`src/rtl/cobra_mem_arbiter.sv`:
```
// Single-port system RAM arbiter between the Z80 core and the video scanout fetcher.
// Define COBRA_MEM_ARB_STATS_EN to add the stat_clr / stat_cpu_stall / stat_vid_fetch counters.
module cobra_mem_arbiter #(
    parameter int AW         = 16,
    parameter int DW         = 8,
    parameter int MAX_STREAK = 4
) (
    input  logic          clk,
    input  logic          reset,
    input  logic [AW-1:0] cpu_addr,
    input  logic          cpu_mreq,
    input  logic          cpu_rd,
    input  logic          cpu_wr,
    input  logic [DW-1:0] cpu_wdata,
    output logic [DW-1:0] cpu_rdata,
    output logic          cpu_wait_n,
    input  logic          vid_req,
    input  logic [AW-1:0] vid_addr,
    output logic          vid_ack,
    output logic [DW-1:0] vid_data,
    output logic [AW-1:0] mem_addr,
    output logic [DW-1:0] mem_wdata,
    output logic          mem_mreq,
    output logic          mem_rd,
    output logic          mem_wr,
    input  logic [DW-1:0] mem_rdata
`ifdef COBRA_MEM_ARB_STATS_EN
    ,
    input  logic          stat_clr,
    output logic [15:0]   stat_cpu_stall,
    output logic [15:0]   stat_vid_fetch
`endif
);

    typedef enum logic [1:0] {
        C_IDLE,
        C_GRANT,
        C_HOLD
    } cpu_state_t;

    localparam logic [3:0] STREAK_MAX = 4'(MAX_STREAK);

    cpu_state_t    state, state_nxt;
    logic [3:0]    streak, streak_nxt;
    logic          vid_inflight;
    logic          cpu_is_rd;
    logic [DW-1:0] vid_data_q;
    logic          cpu_req, cpu_cand, vid_cand;
    logic          grant_cpu, grant_vid;

    // Grants are suppressed during reset so the RAM sees no strobes.
    assign cpu_req  = cpu_mreq & (cpu_rd | cpu_wr);
    assign cpu_cand = cpu_req & (state == C_IDLE) & ~reset;
    assign vid_cand = vid_req & ~vid_inflight & ~reset;

    assign grant_vid = vid_cand & (~cpu_cand | (streak < STREAK_MAX));
    assign grant_cpu = cpu_cand & ~grant_vid;

    assign cpu_wait_n = reset | ~(cpu_req & (state != C_HOLD));
    assign vid_ack    = vid_inflight & ~reset;
    assign vid_data   = vid_ack ? mem_rdata : vid_data_q;

    always_comb begin
        // NOTE: every always_comb output gets a default first so no path leaves it unassigned (no latch).
        state_nxt  = state;
        streak_nxt = streak;
        mem_addr   = '0;
        mem_wdata  = '0;
        mem_mreq   = 1'b0;
        mem_rd     = 1'b0;
        mem_wr     = 1'b0;

        unique case (state)
            C_IDLE:  if (grant_cpu) state_nxt = C_GRANT;
            C_GRANT: state_nxt = cpu_req ? C_HOLD : C_IDLE;
            C_HOLD:  if (!cpu_req) state_nxt = C_IDLE;
            default: state_nxt = C_IDLE;
        endcase

        // Streak only builds while the CPU is actually waiting behind video.
        if (grant_cpu || !cpu_cand)
            streak_nxt = '0;
        else if (grant_vid && streak < STREAK_MAX)
            streak_nxt = streak + 4'd1;

        if (grant_vid) begin
            mem_addr = vid_addr;
            mem_mreq = 1'b1;
            mem_rd   = 1'b1;
        end else if (grant_cpu) begin
            mem_addr  = cpu_addr;
            mem_wdata = cpu_wdata;
            mem_mreq  = 1'b1;
            mem_rd    = cpu_rd;
            mem_wr    = cpu_wr;
        end
    end

    always_ff @(posedge clk) begin
        // NOTE: sequential state uses non-blocking assignments so every flop samples pre-edge values.
        if (reset) begin
            state        <= C_IDLE;
            streak       <= '0;
            vid_inflight <= 1'b0;
            vid_data_q   <= '0;
            cpu_rdata    <= '0;
            cpu_is_rd    <= 1'b0;
        end else begin
            state        <= state_nxt;
            streak       <= streak_nxt;
            vid_inflight <= grant_vid;
            if (vid_inflight)
                vid_data_q <= mem_rdata;
            if (grant_cpu)
                cpu_is_rd <= cpu_rd;
            // RAM data for the CPU grant is valid while in C_GRANT, even if the request already fell.
            if (state == C_GRANT && cpu_is_rd)
                cpu_rdata <= mem_rdata;
        end
    end

`ifdef COBRA_MEM_ARB_STATS_EN
    always_ff @(posedge clk) begin
        if (reset || stat_clr) begin
            stat_cpu_stall <= '0;
            stat_vid_fetch <= '0;
        end else begin
            if (!cpu_wait_n && stat_cpu_stall != 16'hFFFF)
                stat_cpu_stall <= stat_cpu_stall + 16'd1;
            if (vid_ack && stat_vid_fetch != 16'hFFFF)
                stat_vid_fetch <= stat_vid_fetch + 16'd1;
        end
    end
`endif

endmodule
```
`config.mk`:
```
export PLATFORM = sky130hd
export DESIGN_NAME = cobra_mem_arbiter
export DESIGN_NICKNAME = d
export VERILOG_FILES = /design/src/rtl/cobra_mem_arbiter.sv
export SDC_FILE = /design/constraint.sdc
export NUM_CORES = 1
export LEC_CHECK = 0
export ABC_AREA = 0
export CORE_MARGIN = 2
export CORE_UTILIZATION = 37
export CTS_BUF_LIST = sky130_fd_sc_hd__clkbuf_2 sky130_fd_sc_hd__clkbuf_4 sky130_fd_sc_hd__clkbuf_8
export DETAILED_ROUTE_END_ITERATION = 8
export PLACE_DENSITY_LB_ADDON = 0.08
export SKIP_CTS_REPAIR_TIMING = 1
export SYNTH_ARGS = -nofsm -noshare
export SYNTH_HDL_FRONTEND = slang
export SYNTH_SLANG_ARGS = --single-unit
```
`constraint.sdc`:
```
create_clock -name clk -period 10.4 [get_ports clk]
set_clock_uncertainty 0.05 [all_clocks]
set_input_delay 3.12 -clock clk [delete_from_list [all_inputs] [get_ports clk]]
set_output_delay 3.12 -clock clk [all_outputs]
set_load 0.02 [all_outputs]
```
==> results by group <==
Final layout
  – Most frequent cells in the layout: 98 x clkdlybuf4s50_1, 24 x dfxtp_1, 18 x nor2_1
  – Core Util, Final: 68.2%
  – Layout net count: 276
  – Layout fillers: 273
  – Finished Layout Cells: 266
  – Area Growth Syn to Fin: 78.3%
  – Share of post-route cells with drive strength above 1: 8.64%
  – Final Cell Area: 2260 µm²
  – # diodes: 0
  – Most common cell after layout, fill and taps aside: clkdlybuf4s50_1

Die
  – I/O pins: 99
  – Core area: 3310 µm²
  – DIE WIDTH: 62.5 µm
  – Placement Rows: 21
  – Die Y: 62.5 µm
  – Die area: 3910 µm²
  – Starting Density: 38.2%

Yosys
  – Flops & latches, synth: 24
  – Adder-cell share of the synthesized area: 0.988%
  – Post-synthesis compound-gate area fraction: 13.4%
  – Mapped cell area: 1270 µm²
  – Post-synthesis xor/xnor area fraction: 0.692%
  – Synth cell types: 30
  – Sequential fraction of the synthesis area: 37.9%
  – Synth Area in Simple Gates: 19.4%
  – Average cell area after synthesis: 9.97 µm²
  – Gate Count Post-Synth: 127
  – Yosys Warn Count: 0
  – Largest family of logic cells by synthesized area: multiplexers
  – Synth Net Count: 182
  – Post-synthesis mux area share: 19.8%

Timing
  – Slew Viols, Final: 0
  – # setup viols final: 0
  – Final Hold Viols: 0
  – Setup WS post-layout: 1.26 ns
  – Fin crit period: 9.14 ns
  – Fin Setup TNS: 0 ns
  – Slew @ Worst Pin: 0.820 ns
  – Rel. slew slack: 45.2%
  – Fmax: 0.109 GHz
  – Final hold slack: 0.394 ns
  – Final Cycle Share: 87.9%
  – RSZ-0062 raised after global routing: false

Detailed routing
  – Via count: 1297
  – 1st-iter DRT viols: 41
  – # DRC: 0
  – WL/cell: 13.7 µm
  – DRT Wirelength: 3640 µm
  – First drt pass iteration count: 4
  – Vias/cell: 4.88
  – Routed Antenna Nets: 0

Clocking
  – Worst-path clk slew: 0.13 ns
  – Clock root cell: clkbuf_4
  – CTS tree: yes
  – Num CTS Buffers: 3
  – Max clock buf depth: 2
  – Clk sink count: 24
  – H-tree level count: 1
  – Clk Latency, worst-skew pair: 0.31 ns

Critical path
  – Worst R2R Path Depth: 4
  – Critical-path maximum fanout: 21
  – Crit end category: output port
  – CP Data Arrival Time: 5.97 ns
  – Critical path class: in2out
  – CP required: 7.23 ns
  – Critical path launch point type: input port

Run status
  – Status: completed

Power
  – PwrDens: 96.1 nW/µm²
  – Worst IR Drop VDD: 0.0477 mV
  – Power, Total: 0.217 mW
  – Static Leak: 0.952 nW

Placement
  – Placed cells: 262
  – PortBufs: 98
  – Half-perimeter wire length after placement: 2900 µm
  – Post-DP Area: 2220 µm²
  – Pre-CTS setup slack: 1.23 ns
  – GPL Wtd Cong: 0.756

Global routing
  – Initial antenna violation count: 0
  – GR Overflow Total: 0
  – Largest net degree at the start of global routing: 22
  – Aggregate global-route resource usage: 18.8%
  – Vias in the first global route: 1314
  – First-pass GRT wire length: 6000 µm

Job
  – MaxCap Viol Count: 0

Worst hold path
  – Number of cells on the worst hold path: 1
  – Worst hold path class: reg2reg
## power breakdown
part	internal [mW]	switching [mW]
logic	0.0423	0.0289
clock network	0.0214	0.0273
registers	0.0946	0.00252
total	0.158	0.0587
## critical path, cell delays in order
cell and delay [ns]:
clkdlybuf4s50_1 0.76, nand2b_4 0.32, or4_4 0.53, o21a_1 0.41, a22o_1 0.27, clkdlybuf4s50_1 0.55
## cell families after synthesis
kind of cell               count (synthesis)
AOI/OAI and AO/OA                         21
xor gates and xnor gates                   1
adders and majority gates                  1
buffers and inverters                     11
DFF                                       24
muxes                                     24
other                                      1
and+or+nand+nor                           44
## cells in the mapped netlist, drive strengths merged
master | n | area, µm²
dfxtp | 24 | 480
nor2 | 20 | 85.1
a22o | 16 | 140
mux2i | 16 | 160
and3 | 11 | 68.8
mux2 | 8 | 90.1
clkbuf | 6 | 42.5
buf | 4 | 48.8
nor3 | 3 | 20.0
nand2 | 2 | 7.51
nand3 | 2 | 10.0
o21ai | 2 | 10.0
a21o | 1 | 7.51
a21oi | 1 | 5.00
conb | 1 | 3.75
ha | 1 | 12.5
inv | 1 | 3.75
nand2b | 1 | 13.8
nor2b | 1 | 6.26
nor3b | 1 | 7.51
nor4 | 1 | 6.26
o21a | 1 | 7.51
or3b | 1 | 8.76
or4 | 1 | 11.3
xnor2 | 1 | 8.76
## layer usage
layer | GRT usage (%) | vias up | part of all wire [%]
met5 | 0 | - | 0
met4 | 5.00 | 0 | 1.2
met3 | 4.50 | 4 | 8.0
met2 | 36.2 | 67 | 52
met1 | 20.4 | 584 | 38
li1 | - | 642 | -
## flip-flops by register name (all words and copies together), names as in the netlist
signal / cells
vid_inflight: 1
state: 2
cpu_rdata: 8
cpu_is_rd: 1
streak: 4
vid_data_q: 8
## path summary, 6_finish.rpt
path                     start           end  slack (ns)
hold / removal       streak[0]     streak[0]        0.39
hold reg to reg      streak[0]     streak[0]        0.39
setup / recovery         reset  mem_addr[14]        1.26
setup reg to reg  vid_inflight     cpu_is_rd        8.62
## area by class of cell
class                      instances  area [µm²]  area share (%)
sequential                        24         480            21.3
multi-input combinational         92         691            30.6
tap                               46        57.6            2.55
timing repair buffer              99         988            43.8
inverter                           1        3.75           0.166
clock buffer                       4        36.3            1.61
No activity file was read; power rests on OpenSTA's default activity.
